===== src/rtl/ecc_apb_engine.sv =====
// ecc_apb_engine
// APB-attached SECDED (extended Hamming) encode/decode engine. The codeword
// width is selected at runtime (8, 16 or 32 bits). Software programs DATA_IN,
// NOISE and CW_WIDTH, then launches ENCODE, DECODE or FULL (encode, add
// noise, decode) by writing CTRL. Each completed result is presented on
// data_out/num_of_errors with a one-cycle operation_done pulse. It is also
// queued for readback through the RESULT register.
//
// Build option: define ECC_RESULT_FIFO_EN for a FIFO_DEPTH-entry result FIFO.
// Without it, a single overwrite-on-push result register is used.
//
// Ports:
//   clk, rst        clock, asynchronous active-high reset
//   PADDR/PWDATA    APB address (only [4:0] decoded) and write data
//   PSEL/PENABLE/PWRITE  APB control (zero wait states)
//   PRDATA          read data, registered from the setup phase
//   data_out        result of the completing operation (zero-extended)
//   operation_done  one-cycle completion pulse
//   num_of_errors   error count of the completing operation
module ecc_apb_engine #(
  parameter int AMBA_ADDR_WIDTH = 20,
  parameter int AMBA_WORD       = 32,
  parameter int DATA_WIDTH      = 32,
  parameter int FIFO_DEPTH      = 4
) (
  input  logic                       clk,
  input  logic                       rst,
  input  logic [AMBA_ADDR_WIDTH-1:0] PADDR,
  input  logic [AMBA_WORD-1:0]       PWDATA,
  input  logic                       PSEL,
  input  logic                       PENABLE,
  input  logic                       PWRITE,
  output logic [AMBA_WORD-1:0]       PRDATA,
  output logic [DATA_WIDTH-1:0]      data_out,
  output logic                       operation_done,
  output logic [1:0]                 num_of_errors
);

  localparam logic [4:0] A_CTRL   = 5'h00;
  localparam logic [4:0] A_DATA   = 5'h04;
  localparam logic [4:0] A_CW     = 5'h08;
  localparam logic [4:0] A_NOISE  = 5'h0C;
  localparam logic [4:0] A_STATUS = 5'h10;
  localparam logic [4:0] A_RESULT = 5'h14;

  localparam logic [1:0] OP_DEC  = 2'd1;
  localparam logic [1:0] OP_FULL = 2'd2;
  localparam logic [1:0] OP_NOP  = 2'd3;

  typedef enum logic [1:0] {S_IDLE, S_ENC, S_DEC, S_OUT} state_t;

  function automatic int cw_len(input logic [1:0] wsel);
    case (wsel)
      2'd0:    return 8;
      2'd1:    return 16;
      default: return 32;
    endcase
  endfunction

  function automatic logic [31:0] cw_mask(input logic [1:0] wsel);
    case (wsel)
      2'd0:    return 32'h0000_00FF;
      2'd1:    return 32'h0000_FFFF;
      default: return 32'hFFFF_FFFF;
    endcase
  endfunction

  // Data bits fill the non-power-of-two positions in ascending order; parity
  // bit 2^b covers every data position whose index has bit b set.
  function automatic logic [31:0] ecc_encode(input logic [31:0] d, input logic [1:0] wsel);
    logic [31:0] cw;
    logic        par;
    int          n;
    int          j;
    n  = cw_len(wsel);
    cw = '0;
    j  = 0;
    for (int i = 1; i < 32; i++) begin
      if (i < n && (i & (i - 1)) != 0) begin
        cw[i] = d[j];
        j++;
      end
    end
    for (int b = 0; b < 5; b++) begin
      par = 1'b0;
      for (int i = 1; i < 32; i++) begin
        if ((i & (i - 1)) != 0 && i[b]) par ^= cw[i];
      end
      if ((1 << b) < n) cw[1 << b] = par;
    end
    cw[0] = ^cw;
    return cw;
  endfunction

  // Returns {num_of_errors, data}. The syndrome always stays below n because
  // n is a power of two, so the correcting flip never leaves the codeword.
  function automatic logic [33:0] ecc_decode(input logic [31:0] c_in, input logic [1:0] wsel);
    logic [31:0] c;
    logic [31:0] d;
    logic [4:0]  syn;
    logic        p;
    logic [1:0]  err;
    int          n;
    int          j;
    c   = c_in & cw_mask(wsel);
    n   = cw_len(wsel);
    syn = '0;
    d   = '0;
    j   = 0;
    p   = ^c;
    for (int i = 1; i < 32; i++) begin
      if (c[i]) syn ^= i[4:0];
    end
    if (p) begin
      c[syn] = ~c[syn];
      err    = 2'd1;
    end else if (syn != 5'd0) begin
      err = 2'd2;
    end else begin
      err = 2'd0;
    end
    for (int i = 1; i < 32; i++) begin
      if (i < n && (i & (i - 1)) != 0) begin
        d[j] = c[i];
        j++;
      end
    end
    return {err, d};
  endfunction

  state_t      state, state_nx;
  logic [4:0]  addr;
  logic        access, wr_en, rd_setup, wr_ctrl, launch;
  logic        push, pop, full, empty, ovf_set;
  logic [1:0]  ctrl_q, cw_width_q;
  logic [31:0] data_in_q, noise_q;
  logic        ovf_q, berr_q, rd_ok_q;
  logic [3:0]  count_q;
  logic [33:0] head;
  logic [31:0] status, rd_mux;
  logic [1:0]  op_p0, wsel_p0;
  logic [31:0] data_p0, noise_p0;
  logic [31:0] cw_p1;
  logic [33:0] dec_res, res_p2;
  logic        unused_addr;

  assign addr        = PADDR[4:0];
  assign unused_addr = ^PADDR[AMBA_ADDR_WIDTH-1:5];
  assign access      = PSEL & PENABLE;
  assign wr_en       = access & PWRITE;
  assign rd_setup    = PSEL & ~PENABLE & ~PWRITE;
  assign wr_ctrl     = wr_en & (addr == A_CTRL);
  assign launch      = wr_ctrl & (state == S_IDLE) & (PWDATA[1:0] != OP_NOP);
  assign push        = (state == S_OUT);
  // Only pop if the setup phase saw a valid head, so a push landing between
  // setup and access never gets silently consumed.
  assign pop         = access & ~PWRITE & (addr == A_RESULT) & rd_ok_q;
  assign empty       = (count_q == 4'd0);
  assign ovf_set     = push & full & ~pop;

  assign operation_done = (state == S_OUT);
  assign data_out       = DATA_WIDTH'(res_p2[31:0]);
  assign num_of_errors  = res_p2[33:32];

  always_ff @(posedge clk or posedge rst) begin
    if (rst) state <= S_IDLE;
    else     state <= state_nx;
  end

  always_comb begin
    state_nx = state;
    case (state)
      S_IDLE:  if (launch) state_nx = S_ENC;
      S_ENC:   state_nx = S_DEC;
      S_DEC:   state_nx = S_OUT;
      S_OUT:   state_nx = S_IDLE;
      default: state_nx = S_IDLE;
    endcase
  end

  always_ff @(posedge clk or posedge rst) begin
    if (rst) begin
      ctrl_q     <= '0;
      data_in_q  <= '0;
      cw_width_q <= '0;
      noise_q    <= '0;
    end else if (wr_en) begin
      case (addr)
        A_CTRL:  if (state == S_IDLE) ctrl_q <= PWDATA[1:0];
        A_DATA:  data_in_q  <= PWDATA[31:0];
        A_CW:    cw_width_q <= PWDATA[1:0];
        A_NOISE: noise_q    <= PWDATA[31:0];
        default: ;
      endcase
    end
  end

  always_ff @(posedge clk or posedge rst) begin
    if (rst) begin
      ovf_q  <= 1'b0;
      berr_q <= 1'b0;
    end else begin
      if (wr_en && addr == A_STATUS) begin
        ovf_q  <= 1'b0;
        berr_q <= 1'b0;
      end
      if (wr_ctrl && state != S_IDLE) berr_q <= 1'b1;
      if (ovf_set) ovf_q <= 1'b1;
    end
  end

  // Stage p0: operand snapshot at launch
  always_ff @(posedge clk) begin
    if (launch) begin
      op_p0    <= PWDATA[1:0];
      wsel_p0  <= cw_width_q;
      data_p0  <= data_in_q;
      noise_p0 <= noise_q;
    end
  end

  // Stage p1: encode (DECODE passes the input codeword through)
  always_ff @(posedge clk) begin
    if (state == S_ENC) begin
      cw_p1 <= (op_p0 == OP_DEC) ? (data_p0 & cw_mask(wsel_p0))
                                 : ecc_encode(data_p0, wsel_p0);
    end
  end

  always_comb begin
    dec_res = {2'b00, cw_p1};
    case (op_p0)
      OP_DEC:  dec_res = ecc_decode(cw_p1, wsel_p0);
      OP_FULL: dec_res = ecc_decode(cw_p1 ^ (noise_p0 & cw_mask(wsel_p0)), wsel_p0);
      default: ;
    endcase
  end

  // Stage p2: noise/decode result, held on the outputs until the next OUT
  always_ff @(posedge clk or posedge rst) begin
    if (rst)                 res_p2 <= '0;
    else if (state == S_DEC) res_p2 <= dec_res;
  end

`ifdef ECC_RESULT_FIFO_EN
  localparam int PW = (FIFO_DEPTH > 1) ? $clog2(FIFO_DEPTH) : 1;
  logic [33:0]   fifo_mem [FIFO_DEPTH];
  logic [PW-1:0] wr_ptr, rd_ptr;
  logic          push_ok;

  assign full    = (count_q == 4'(FIFO_DEPTH));
  assign push_ok = push & (~full | pop);
  assign head    = fifo_mem[rd_ptr];

  always_ff @(posedge clk) begin
    if (push_ok) fifo_mem[wr_ptr] <= res_p2;
  end

  always_ff @(posedge clk or posedge rst) begin
    if (rst) begin
      wr_ptr  <= '0;
      rd_ptr  <= '0;
      count_q <= '0;
    end else begin
      if (push_ok) wr_ptr <= (wr_ptr == PW'(FIFO_DEPTH - 1)) ? '0 : wr_ptr + PW'(1);
      if (pop)     rd_ptr <= (rd_ptr == PW'(FIFO_DEPTH - 1)) ? '0 : rd_ptr + PW'(1);
      case ({push_ok, pop})
        2'b10:   count_q <= count_q + 4'd1;
        2'b01:   count_q <= count_q - 4'd1;
        default: ;
      endcase
    end
  end
`else
  logic [33:0] slot_q;

  assign full = (count_q != 4'd0);
  assign head = slot_q;

  always_ff @(posedge clk) begin
    if (push) slot_q <= res_p2;
  end

  always_ff @(posedge clk or posedge rst) begin
    if (rst)       count_q <= '0;
    else if (push) count_q <= 4'd1;
    else if (pop)  count_q <= 4'd0;
  end
`endif

  always_comb begin
    status        = '0;
    status[1:0]   = empty ? 2'b00 : head[33:32];
    status[2]     = empty;
    status[3]     = full;
    status[4]     = (state != S_IDLE);
    status[5]     = ovf_q;
    status[6]     = berr_q;
    status[11:8]  = count_q;
  end

  always_comb begin
    rd_mux = '0;
    case (addr)
      A_CTRL:   rd_mux[1:0] = ctrl_q;
      A_DATA:   rd_mux      = data_in_q;
      A_CW:     rd_mux[1:0] = cw_width_q;
      A_NOISE:  rd_mux      = noise_q;
      A_STATUS: rd_mux      = status;
      A_RESULT: rd_mux      = empty ? 32'h0 : head[31:0];
      default:  ;
    endcase
  end

  always_ff @(posedge clk or posedge rst) begin
    if (rst) begin
      PRDATA  <= '0;
      rd_ok_q <= 1'b0;
    end else if (rd_setup) begin
      PRDATA  <= AMBA_WORD'(rd_mux);
      rd_ok_q <= (addr == A_RESULT) & ~empty;
    end
  end

endmodule


===== config.mk =====
export PLATFORM = sky130hd
export DESIGN_NAME = ecc_apb_engine
export DESIGN_NICKNAME = d
export VERILOG_FILES = /design/src/rtl/ecc_apb_engine.sv
export SDC_FILE = /design/constraint.sdc
export NUM_CORES = 1
export LEC_CHECK = 0
export ABC_AREA = 1
export CAP_MARGIN = 20
export CORE_MARGIN = 2
export CORE_UTILIZATION = 55
export CTS_CLUSTER_DIAMETER = 100
export DETAILED_ROUTE_END_ITERATION = 16
export PLACE_DENSITY = 0.77
export SLEW_MARGIN = 30
export SYNTH_ARGS = -nofsm -noshare
export SYNTH_HDL_FRONTEND = slang
export SYNTH_SLANG_ARGS = --single-unit

===== constraint.sdc =====
create_clock -name clk -period 5.6 [get_ports clk]
set_clock_uncertainty 0.2 [all_clocks]
set_input_delay 0.56 -clock clk [delete_from_list [all_inputs] [get_ports clk]]
set_output_delay 0.56 -clock clk [all_outputs]
set_load 0.01 [all_outputs]

* After elaboration in Yosys (flattened, before gate mapping)
Index checks and enable logic that the tools add are counted.
** Operators by class
- Add/subtract/negate cells :: 72
- Multipliers :: 0
- Divide/modulo/power cells :: 0
- Magnitude comparators :: 212
- Eq/ne operators :: 13
- Shifts and indexed selects :: 0
- Multiplexer cells :: 771
- Bitwise gates (word level) :: 154
- Reductions and logical operators :: 72
** Operators by type and width (count)
- two-way mux 32 bit :: 257
- < comparator 32 x 7 -> 1 bit (second input constant) :: 75
- adder 32 x 2 -> 32 bit (second input constant) :: 72
- bitwise mux 32 bit :: 52
- greater-or-equal comparator 32 x 1 -> 1 bit (second input constant) :: 50
- < comparator 6 x 32 -> 1 bit (first input constant) :: 46
- < comparator 5 x 32 -> 1 bit (first input constant) :: 22
- two-way mux 5 bit :: 94
- < comparator 4 x 32 -> 1 bit (first input constant) :: 10
- demux 1 bit (select 5 bit) :: 52
- two-way mux 1 bit :: 247
- binary-select mux 1 bit (select 5 bit) :: 27
- AND 32 bit :: 4
- < comparator 3 x 32 -> 1 bit (first input constant) :: 4
- case mux 30 bit (4 select lines) :: 1
- XOR reduction 32 bit :: 3
- two-way mux 4 bit :: 18
- bitwise XOR 1 bit :: 70
- case mux 34 bit (2 select lines) :: 1
- case mux 32 bit (2 select lines) :: 1
- inverter 3 bit :: 20
- logical AND 1 bit :: 54
- inverter 2 bit :: 20
- inverter 4 bit :: 10
- other kinds (26) :: 84
** Storage, ports and cells
- Bits in registers :: 277
- Bits in latches :: 0
- Bits in writable memories :: 0
- Bits in read-only memories :: 0
- Bits of input ports :: 57
- Output and inout port bits :: 67
- Logic and storage cells :: 1311
- Memories kept :: 0

* Logic depth before layout (Yosys ltp)
- Word-level depth :: 182
- Depth in mapped cells :: 38

* Worst setup path before layout
No wires, ideal clock.
- Kind :: input -> register
- Start :: input PADDR[1]
- End :: register state[1]
- Setup time :: 0.137 ns
- Data arrival time :: 4.953 ns
- Data required time :: 5.263 ns
- Setup slack :: 0.310 ns
- Stages :: 8
- Cells stage by stage :: nor2_1 -> nand2_1 -> nor2_1 -> nand3_1 -> a21oi_1 -> nor2_1 -> nor2_1 -> a21oi_1
** Between the ends
- Longest elaborated chain between the ends :: 5
** Ends and longest elaborated chain
- start, declared :: line 28 : input logic [AMBA_ADDR_WIDTH-1:0] PADDR,
- zero test 5 bit :: line 152 : assign wr_ctrl = wr_en & (addr == A_CTRL);
- AND 1 bit :: line 152
- AND 1 bit (2 in series) :: line 153 : assign launch = wr_ctrl & (state == S_IDLE) & (PWDATA[1:0] != OP_NOP);
- net launch :: line 133 : logic access, wr_en, rd_setup, wr_ctrl, launch;
- inequality test 2 bit (no source line)
- end signal, assigned :: line 167 : else state <= state_nx;
- end, declared :: line 131 : state_t state, state_nx;
The timed path passes the listed nets, and every way through them passes these cells.
A chain may end at the register's enable or synchronous reset.

* Final worst setup path
- Start :: register wsel_p0[0]
- End :: register res_p2[5]
** Between the ends
- Longest elaborated chain between the ends :: 151
** Ends and longest elaborated chain
- start, declared :: line 141 : logic [1:0] op_p0, wsel_p0;
- start signal, assigned :: line 216 : wsel_p0 <= cw_width_q;
- parallel branches: the longest is 150 deep, another holds < comparator 3 x 32 -> 1 bit
- case mux 34 bit (2 select lines) (*) :: line 232 : case (op_p0)
- end signal, assigned :: line 242 : else if (state == S_DEC) res_p2 <= dec_res;
- end, declared :: line 144 : logic [33:0] dec_res, res_p2;
Mark *: on every way between the ends. The select of a mux whose other input is x is not followed.

==> results by group <==
Setup path
  • R2R Path Start: wsel_p0[0]$_DFFE_PP_
  • Type of element launching the critical path: flop
  • CP arrival: ~4.9 ns
  • R2R setup slack: ~0.91 ns
  • CP endpoint kind: flop
  • Cell count of the worst reg-to-reg path: 26
  • CP max FO: 16
  • Worst path required time: ~5.8 ns
  • Crit path kind: reg2reg
  • Worst R2R End: res_p2[5]$_DFFE_PP0P_

Timing
  • Tcrit/Tclk final: 0.837
  • Final Hold Fails: 0
  • Worst-margin pin slew: ~0.74 ns
  • RSZ-0062 raised after global routing: false
  • Fmax: ~210 MHz
  • Fin crit period: 4.69 ns
  • Final setup viols: 0
  • Setup TNS: 0 ns
  • Max-slew headroom: 0.508
  • Max Slew Vio Count: 0

Global routing
  • Vias in the first global route: around 17000
  • Initial antenna violation count: 0
  • First-pass GRT wire length: 98.2 mm
  • Largest net degree at the start of global routing: roughly 100
  • GRT Total Usage: 0.393
  • Overflow after GRT: 0

Synth
  • Syn Area/Cell: between 7 and 8 µm²
  • Count of cell types in the netlist: 56
  • Top cells by area, synth: edfxtp_1 23%, dfrtp_1 20%, nand2_1 20%
  • Sequential share of the synthesized area: 0.433
  • Syn Inst Count: between 2000 and 2500
  • Mapped Area: between 15000 and 20000 µm²
  • Flop and latch count out of synthesis: 274
  • Leading cell type by number of instances after synthesis: nand2_1
  • Synth top cells by count: 921 x nand2_1, 237 x inv_1, 171 x nand3_1, 170 x o21ai_0, 153 x nor2_1
  • EDFF count, synth: roughly 130
  • Top FF cell, synth: dfrtp_1
  • Post-synth top area cell: edfxtp_1
  • Synth top area share: 0.231
  • Async set-reset flop share out of synthesis: 0.511
  • Yosys warnings: 0
  • Syn nets: 2462

Flow run
  • Max-Cap Viols: 0

Worst hold path
  • Hold path start: data_in_q[18]$_DFFE_PP0P_
  • Hold EP: data_p0[18]$_DFFE_PP_
  • Hold depth: 0
  • Hold Crit Class: reg2reg

Place
  • Post-DP HPWL: around 50 mm
  • Port Buffers: around 110
  • DP Cell Count: roughly 3000
  • Placed cell area: about 20000 µm²
  • Routability cong.: ~1.1

CTS
  • Hold_buf cts: 0
  • CTS HTree Levels: 1
  • Post-CTS setup repair buffer count: 0
  • CTS Sinks: ~270
  • Clk buf depth: 3
  • Worst-path clk slew: ~0.06 ns
  • Clk root buf: clkbuf_16
  • Inserted Clock Buffers: 26
  • Post-cts resize count: 0
  • Clk_lat worst skew: 0.53 ns
  • CTS tree: built

Die
  • Core area: about 31000 µm²
  • Row count: 65
  • Initial Utilization: 0.555
  • I/O Pins: 124
  • Die footprint: 33000 µm²
  • Die Y: between 150 and 200 µm
  • Die X: around 180 µm

Outcome
  • Status: complete, no violations

Final layout
  • Final Cell Area: 20700 µm²
  • Layout Nets: approximately 2700
  • # fillers: approximately 2600
  • Post-Layout Cell Count: around 3000
  • Multi-input logic area: between 8000 and 9000 µm²
  • P&R area growth vs syn: 18.8%
  • Storage cell area: 7530 µm²
  • Share of cells above drive strength 1: 0.100
  • Post-route core utilization: 0.660

Routing
  • Avg Vias per Cell: between 5 and 6
  • DRT Pass-1 Iters: 6
  • DRT antenna net count: 0
  • Top layer in use: met4
  • Wire length on met3: ~7.3 mm
  • Routed wire length: between 60 and 70 mm
  • Routed via count: 17592
  • WL met1: about 25 mm
  • Remaining DRCs: 0
  • Routed wl met2: 29.2 mm
  • 1st-iter DRT viols: 2364
  • Wire length per cell: between 20 and 25 µm

Power
  • IR drop worst, VDD: 0.553 mV
  • Power per Cell Area: 497 nW/µm²
  • LEAKAGE: between 10 and 15 nW
## how the worst max path moves through the flow
stage                        endpoint                  from  slack, ns  cells after the start
5_1_grt        res_p2[26]$_DFFE_PP0P_  wsel_p0[0]$_DFFE_PP_       0.60                     32
3_3_place_gp    res_p2[2]$_DFFE_PP0P_  wsel_p0[0]$_DFFE_PP_       1.10                     26
3_5_place_dp    res_p2[2]$_DFFE_PP0P_  wsel_p0[0]$_DFFE_PP_       1.04                     26
4_1_cts         res_p2[5]$_DFFE_PP0P_  wsel_p0[0]$_DFFE_PP_       1.01                     26
2_1_floorplan    state[1]$_DFFE_PP0P_              PADDR[1]       0.31                      8
6_report        res_p2[5]$_DFFE_PP0P_  wsel_p0[0]$_DFFE_PP_       0.91                     26
## layer usage
metal  vias up  global-route usage
met2      1113               0.626
li1       8076                   -
met3       202              0.0596
met1      8201               0.530
met4         0               0.190
met5         -                   0
## flip-flops by register name (all words and copies together) (netlist names), 2 cells and up
| name | cells |
|---|---|
| head | 34 |
| res_p2 | 34 |
| PRDATA | 32 |
| cw_p1 | 32 |
| data_in_q | 32 |
| data_p0 | 32 |
| noise_p0 | 32 |
| noise_q | 32 |
| ctrl_q | 2 |
| cw_width_q | 2 |
| op_p0 | 2 |
| state | 2 |
| wsel_p0 | 2 |
## metrics by stage
stage / total power [mW] / setup WS, ns / hold WS (ns)
4_1_cts: 10.1 / 1.01 / 0.277
3_3_place_gp: 8.15 / 1.10 / 0.259
3_5_place_dp: 8.23 / 1.04 / 0.263
5_1_grt: 10.8 / 0.601 / 0.283
6_report: 10.3 / 0.913 / 0.275
2_1_floorplan: 5.72 / 0.310 / 0.247
## cells in the final DEF (no fill, tap or decap), types with 6 or more instances in the layout
cell type / count
o21ai_2: 8
dfrtp_1: 140
xor2_1: 73
nand3_1: 171
nand2_4: 6
o21ai_1: 30
nand2_2: 15
inv_2: 20
a22oi_1: 7
nor2_2: 9
nand2_1: 919
o22ai_1: 12
xnor2_1: 36
a21oi_1: 63
ha_1: 7
buf_4: 129
nor2_1: 152
o21ai_0: 170
o2111ai_1: 9
o211ai_1: 13
clkbuf_16: 31
edfxtp_1: 134
inv_1: 236
clkdlybuf4s50_1: 108
nand4_1: 14
nor3_1: 8
## area by class of cell
class | count | share of cell area
Clock inverter | 12 | 0.00588
Clock buffer | 36 | 0.0399
Inverter | 261 | 0.0480
Sequential cell | 274 | 0.364
Timing Repair Buffer | 241 | 0.103
Multi-Input combinational cell | 1782 | 0.414
Tap cell | 402 | 0.0244
Antenna cell | 1 | 0.000121
## power by group
group / switching, mW / internal [mW] / total (mW) / leakage, nW
sequential: 0.371 / 2.52 / 2.90 / 3.13
combinational: 3.39 / 2.08 / 5.47 / 6.44
clock: 0.765 / 1.13 / 1.89 / 0.465
## worst max-delay path: stages (launching register included)
cell      delay [ns]
edfxtp_1        0.51
inv_2           0.11
nand2_4         0.15
ha_2            0.23
buf_4           0.26
nand2_1         0.16
inv_2           0.13
nand2_1         0.08
nand2_1         0.18
xnor2_2         0.17
xor2_1          0.28
xor2_2          0.35
inv_2           0.07
nor2_1          0.24
nand2_1         0.09
nor2_1          0.12
nor2_2          0.07
nand2_4         0.14
nand2_2         0.08
nand2_4         0.11
inv_2           0.07
nand2_2         0.10
nand2_1         0.10
nand3_1         0.13
nand4_1         0.17
nand2_1         0.17
nand2_1         0.07
## cell families (layout without fill, tap and decap cells)
family,count (synthesis),after routing,share of synthesized area
buffers and inverters,339,550,0.0772
xor gates and xnor gates,118,118,0.0640
DFF,274,274,0.433
AOI/OAI and AO/OA,340,340,0.110
adders and majority gates,10,10,0.00720
other,0,1,0
and+or+nand+nor,1314,1314,0.309
Note: power is estimated with default switching activity, not from simulation.
